<file path="src/rtl/iter_divider.sv">
// Multi-cycle radix-2 restoring divider (div.w/mod.w/div.wu/mod.wu), one quotient bit per cycle.
// Optional early-out for divide-by-zero or |x| < |y| is enabled by defining DIV_EARLY_OUT_EN.
module iter_divider #(
    parameter int WIDTH = 32
) (
    input  logic             div_clk,
    input  logic             reset,
    input  logic             div_valid,
    output logic             div_ready,
    input  logic             div_signed,
    input  logic [WIDTH-1:0] x,
    input  logic [WIDTH-1:0] y,
    input  logic             cancel,
    output logic             complete,
    output logic [WIDTH-1:0] s,
    output logic [WIDTH-1:0] r
);

    localparam int CW = $clog2(WIDTH) + 1;

    typedef enum logic [1:0] {IDLE, CALC, FIX, DONE} state_t;

    state_t           state;
    logic [WIDTH:0]   rem;
    logic [WIDTH-1:0] quo;
    logic [WIDTH-1:0] divisor;
    logic [CW-1:0]    count;
    logic             sign_q;
    logic             sign_r;
    logic             divzero;
    logic             done_q;

    logic             x_neg, y_neg, accept, early_out;
    logic [WIDTH-1:0] x_mag, y_mag, q_fix, r_fix;
    logic [WIDTH:0]   shifted, trial;

    assign x_neg  = div_signed & x[WIDTH-1];
    assign y_neg  = div_signed & y[WIDTH-1];
    assign x_mag  = x_neg ? -x : x;
    assign y_mag  = y_neg ? -y : y;
    assign accept = div_valid & div_ready & ~cancel;

`ifdef DIV_EARLY_OUT_EN
    assign early_out = (y == '0) || (x_mag < y_mag);
`else
    assign early_out = 1'b0;
`endif

    // Partial remainder always stays below the divisor, so its top bit is zero before
    // the shift; after the trial subtract that bit becomes the borrow/sign flag.
    assign shifted = (rem << 1) | {{WIDTH{1'b0}}, quo[WIDTH-1]};
    assign trial   = shifted - {1'b0, divisor};

    // With y == 0 the remainder ends as |x|, so the remainder sign fix restores x exactly.
    assign q_fix = sign_q ? -quo : quo;
    assign r_fix = sign_r ? -rem[WIDTH-1:0] : rem[WIDTH-1:0];

    // Outputs are registered except for the cancel gate on the completion pulse,
    // which lets a flush in DONE suppress the pulse in that same cycle.
    assign complete = done_q & ~cancel;

    always_ff @(posedge div_clk) begin
        if (reset) begin
            state     <= IDLE;
            div_ready <= 1'b1;
            done_q    <= 1'b0;
            s         <= '0;
            r         <= '0;
            rem       <= '0;
            quo       <= '0;
            divisor   <= '0;
            count     <= '0;
            sign_q    <= 1'b0;
            sign_r    <= 1'b0;
            divzero   <= 1'b0;
        end else begin
            case (state)
                IDLE: begin
                    if (accept) begin
                        divisor   <= y_mag;
                        sign_q    <= x_neg ^ y_neg;
                        sign_r    <= x_neg;
                        divzero   <= (y == '0);
                        count     <= '0;
                        div_ready <= 1'b0;
                        if (early_out) begin
                            rem   <= {1'b0, x_mag};
                            quo   <= '0;
                            state <= FIX;
                        end else begin
                            rem   <= '0;
                            quo   <= x_mag;
                            state <= CALC;
                        end
                    end
                end
                CALC: begin
                    if (cancel) begin
                        state     <= IDLE;
                        div_ready <= 1'b1;
                    end else begin
                        if (!trial[WIDTH]) begin
                            rem <= trial;
                            quo <= {quo[WIDTH-2:0], 1'b1};
                        end else begin
                            rem <= shifted;
                            quo <= {quo[WIDTH-2:0], 1'b0};
                        end
                        count <= count + 1'b1;
                        if (count == CW'(WIDTH - 1)) begin
                            state <= FIX;
                        end
                    end
                end
                FIX: begin
                    if (cancel) begin
                        state     <= IDLE;
                        div_ready <= 1'b1;
                    end else begin
                        s      <= divzero ? '1 : q_fix;
                        r      <= r_fix;
                        done_q <= 1'b1;
                        state  <= DONE;
                    end
                end
                default: begin
                    done_q    <= 1'b0;
                    div_ready <= 1'b1;
                    state     <= IDLE;
                end
            endcase
        end
    end

endmodule
</file>
<file path="config.mk">
export PLATFORM = sky130hd
export DESIGN_NAME = iter_divider
export DESIGN_NICKNAME = d
export VERILOG_FILES = /design/src/rtl/iter_divider.sv
export SDC_FILE = /design/constraint.sdc
export NUM_CORES = 1
export LEC_CHECK = 0
export BUFFER_PORTS_ARGS = -buffer_cell sky130_fd_sc_hd__clkbuf_2
export CORE_MARGIN = 3
export CORE_UTILIZATION = 50
export CTS_BUF_LIST = sky130_fd_sc_hd__clkbuf_8
export DETAILED_ROUTE_END_ITERATION = 7
export HOLD_SLACK_MARGIN = 0.06
export PLACE_DENSITY = 0.82
export SYNTH_ARGS = -nofsm -noshare
export SYNTH_HDL_FRONTEND = slang
export SYNTH_SLANG_ARGS = --single-unit
</file>
<file path="constraint.sdc">
create_clock -name div_clk -period 2.86 [get_ports div_clk]
set_input_delay 0.286 -clock div_clk [delete_from_list [all_inputs] [get_ports div_clk]]
set_output_delay 0.286 -clock div_clk [all_outputs]
set_load 0.02 [all_outputs]
</file>
==> out/qor.yml <==
status: "finished, violations left"
violations: "negative setup slack"
p_sw_share_pct: 38.3
grt_overflow_total: 0
die_h_um: 154
cp.arrival_ns: 3.47
timing.rr.start: "rem[9]"
syn_avg_cell_area_um2: 7.69
synth_async_sr_flop_share_pct: 0
max_slew.worst_pin.slew_ns: 1.17
grt_pass1_vias: 10000
crit_path_frequent_cell: "or4_4"
worstPathMaxFanout: 3
cts-root-buf: "clkbuf_8"
final_nets: 1724
hold_violations: 0
period_minus_slack_ns: 3.11
rsz0062_at_grt: "yes"
final_util_pct: 62.9
fillers: 1871
antenna_found_initial: 0
endpoint_kind: "flop"
fmax_mhz: 321
grt_use_total_pct: 26.2
slew_viol_final: 0
top_level_ports: 135
wl_per_cell_um: 17.4
portBuffers: 134
setup_tns_ns: -1.54
syn_area_um2: 10900
synth_edf_count: 0
min_path_type: "in2reg"
p_int_mw: 4.48
area_delta_synth_final_pct: 22.2
core_area_um2: 21300
cpPeakStageDelay_ns: 0.54
seq_area_frac_synth_pct: 31.6
n_antenna_cell: 0
clk_latency_ns: 0.47
yosysWarnings: 0
setup_viol: 10
cp.required_ns: 3.22
p_seq_share_pct: 38.2
pwr-share-clk_pct: 24.1
synth_area_leader_cell: "dfxtp_1"
ir_worst_vdd_mv: 0.331
drive_gt1_share_pct: 21.8
crit_slowest_cell: "or4_4"
vias_per_cell: 5.86
numCtsBuffers: 17
min_from: "y[0]"
vias: 11100
synth_top_cell_area_share_pct: 31.6
path_clk_slew_ns: 0.10
p_total_mw: 7.27
synth_common_cells: "173 x dfxtp_1, 173 x nand2_1, 147 x nor2_1, 90 x a21oi_1, 89 x o21ai_0"
power.density_nw_per_um2: 544
ys_top_cells_by_area: "dfxtp_1 32%, xnor2_1 6.1%, nand2_1 5.9%, xor2_1 5.4%, nor2_1 5.0%"
netlist_instances: 1424
dieArea_um2: 23700
drc: 0
grt_max_degree: 79
wl_um: 33100
synthesis.nets: 1535
ys.flop_type: "dfxtp_1"
relSlewSlack_pct: 21.7
hpwl_um: 24500
timing.final.crit_share_pct: 109
fp.dieW_um: 154
p_sw_mw: 2.79
maxCapViolCount: 0
placed_cell_area_um2: 12500
skew_ns: 0.0129
drt_iter0_drc: 1100
combPwrFrac_pct: 37.7
post_synth_num_cell_types: 61
design_area_um2: 13400
path_cells: "or4_4, or4_4, or3_4, or3_4, or4_4, o41ai_4, xor2_1, o21ai_1"
cts.path.max_buffers: 2
cts.sinks: 173
tritoncts: "done"
crit_path_start_kind: "flop"
grt_pass1_wl_um: 51500
row_count: 53
first_pass_iters: 5
yosys_register_bits: 173
routabilityCongestion: 0.991
worst_slack_ns: -0.252
start_util_pct: 51.4
worstSetupPathType: "reg2reg"
leakagePower_nw: 5.47
ctsHoldBuffers: 0
place_ws_ns: -0.222
cp-startpoint: "rem[9]"
antenna_left: 0
h-tree-depth: 4
cell families (layout without fill, tap and decap cells):
kind of cell	after synthesis	in the layout	synth area share, %
xor gates and xnor gates	144	144	11.5
and+or+nand+nor	496	496	20.9
DFF	173	173	31.6
adders and majority gates	42	42	4.87
AOI/OAI and AO/OA	404	404	23.7
muxes	26	26	2.39
buffers and inverters	139	340	4.95
final timing paths:
check / cells after the start / slack (ns) / endpoint
min reg2reg: 2 / 0.46 / r[0]
min: 3 / 0.08 / divisor[0]
max: 8 / -0.25 / r[29]
max reg2reg: 8 / -0.25 / r[29]
worst max-delay path: cells and delay by family, from the launching register on:
family	cells	cell delay, ns
AOI/OAI and AO/OA	2	0.31
xor gates and xnor gates	1	0.17
DFF	1	0.33
and+or+nand+nor	5	2.18
metal layers:
metal	up-vias	track usage [%]	part of all wire (%)
li1	5482	-	-
met3	39	3.49	6.7
met1	5217	37.4	46
met2	396	42.0	46
met5	-	0	0
met4	0	6.14	1.4
cell usage in the layout (no fill, tap or decap), types with 11 or more instances in the layout:
| cell | Yosys | final |
|---|---|---|
| a211oi_1 | 55 | 54 |
| a21o_1 | 11 | 11 |
| a21oi_1 | 90 | 84 |
| a31oi_1 | 18 | 16 |
| buf_4 | 0 | 109 |
| clkbuf_2 | 0 | 133 |
| clkbuf_8 | 2 | 21 |
| dfxtp_1 | 173 | 170 |
| ha_1 | 41 | 36 |
| inv_1 | 58 | 58 |
| mux2i_1 | 25 | 21 |
| nand2_1 | 173 | 172 |
| nand3_1 | 34 | 30 |
| nor2_1 | 147 | 144 |
| nor3_1 | 40 | 38 |
| o211ai_1 | 20 | 20 |
| o21ai_0 | 89 | 71 |
| o21ai_1 | 7 | 20 |
| o22ai_1 | 23 | 23 |
| o31ai_1 | 28 | 25 |
| o41ai_1 | 13 | 12 |
| or3_1 | 17 | 17 |
| or4_1 | 13 | 12 |
| xnor2_1 | 76 | 76 |
| xor2_1 | 68 | 68 |
power by group through the flow:
| stage | combinational, mW | sequential [mW] | clock (mW) |
|---|---|---|---|
| final | 2.74 | 2.78 | 1.75 |
| after global routing | 2.98 | 2.81 | 1.85 |
| after CTS | 2.56 | 2.77 | 1.77 |
| after detailed placement | 2.50 | 2.83 | 0 |
| after global placement | 2.47 | 2.81 | 0 |
| after floorplan | 1.68 | 2.82 | 0 |
state kept, by name, indices dropped and copies added, names as in the netlist:
name       cells
done_q         1
sign_r         1
divisor       32
divzero        1
rem           32
div_ready      1
r             32
count          6
s             32
state          2
sign_q         1
quo           32
metrics by stage:
stage | hold WS [ns] | instances
finish | 0.0812 | 1900
global route | 0.102 | 1900
CTS | 0.0631 | 1895
detailed placement | 0.449 | 1858
global placement | 0.439 | 1858
floorplan | 0.422 | 1424
repair_timing:
action                     4_1_cts  5_1_grt
cloned                           1        1
buffers inserted                 5        7
setup endpoints to repair       40       43
resized for setup               25       72
pin swaps                       12       24
area by class of cell:
class	instances	area, um^2	share of cell area (%)
Multi-Input combinational cell	1112	7320	54.7
Timing Repair Buffer	251	1630	12.2
Clock inverter	10	104	0.776
Inverter	58	218	1.63
Clock buffer	21	289	2.16
Sequential cell	173	3470	25.9
Tap cell	275	344	2.57
No activity file was read; power rests on OpenSTA's default activity.
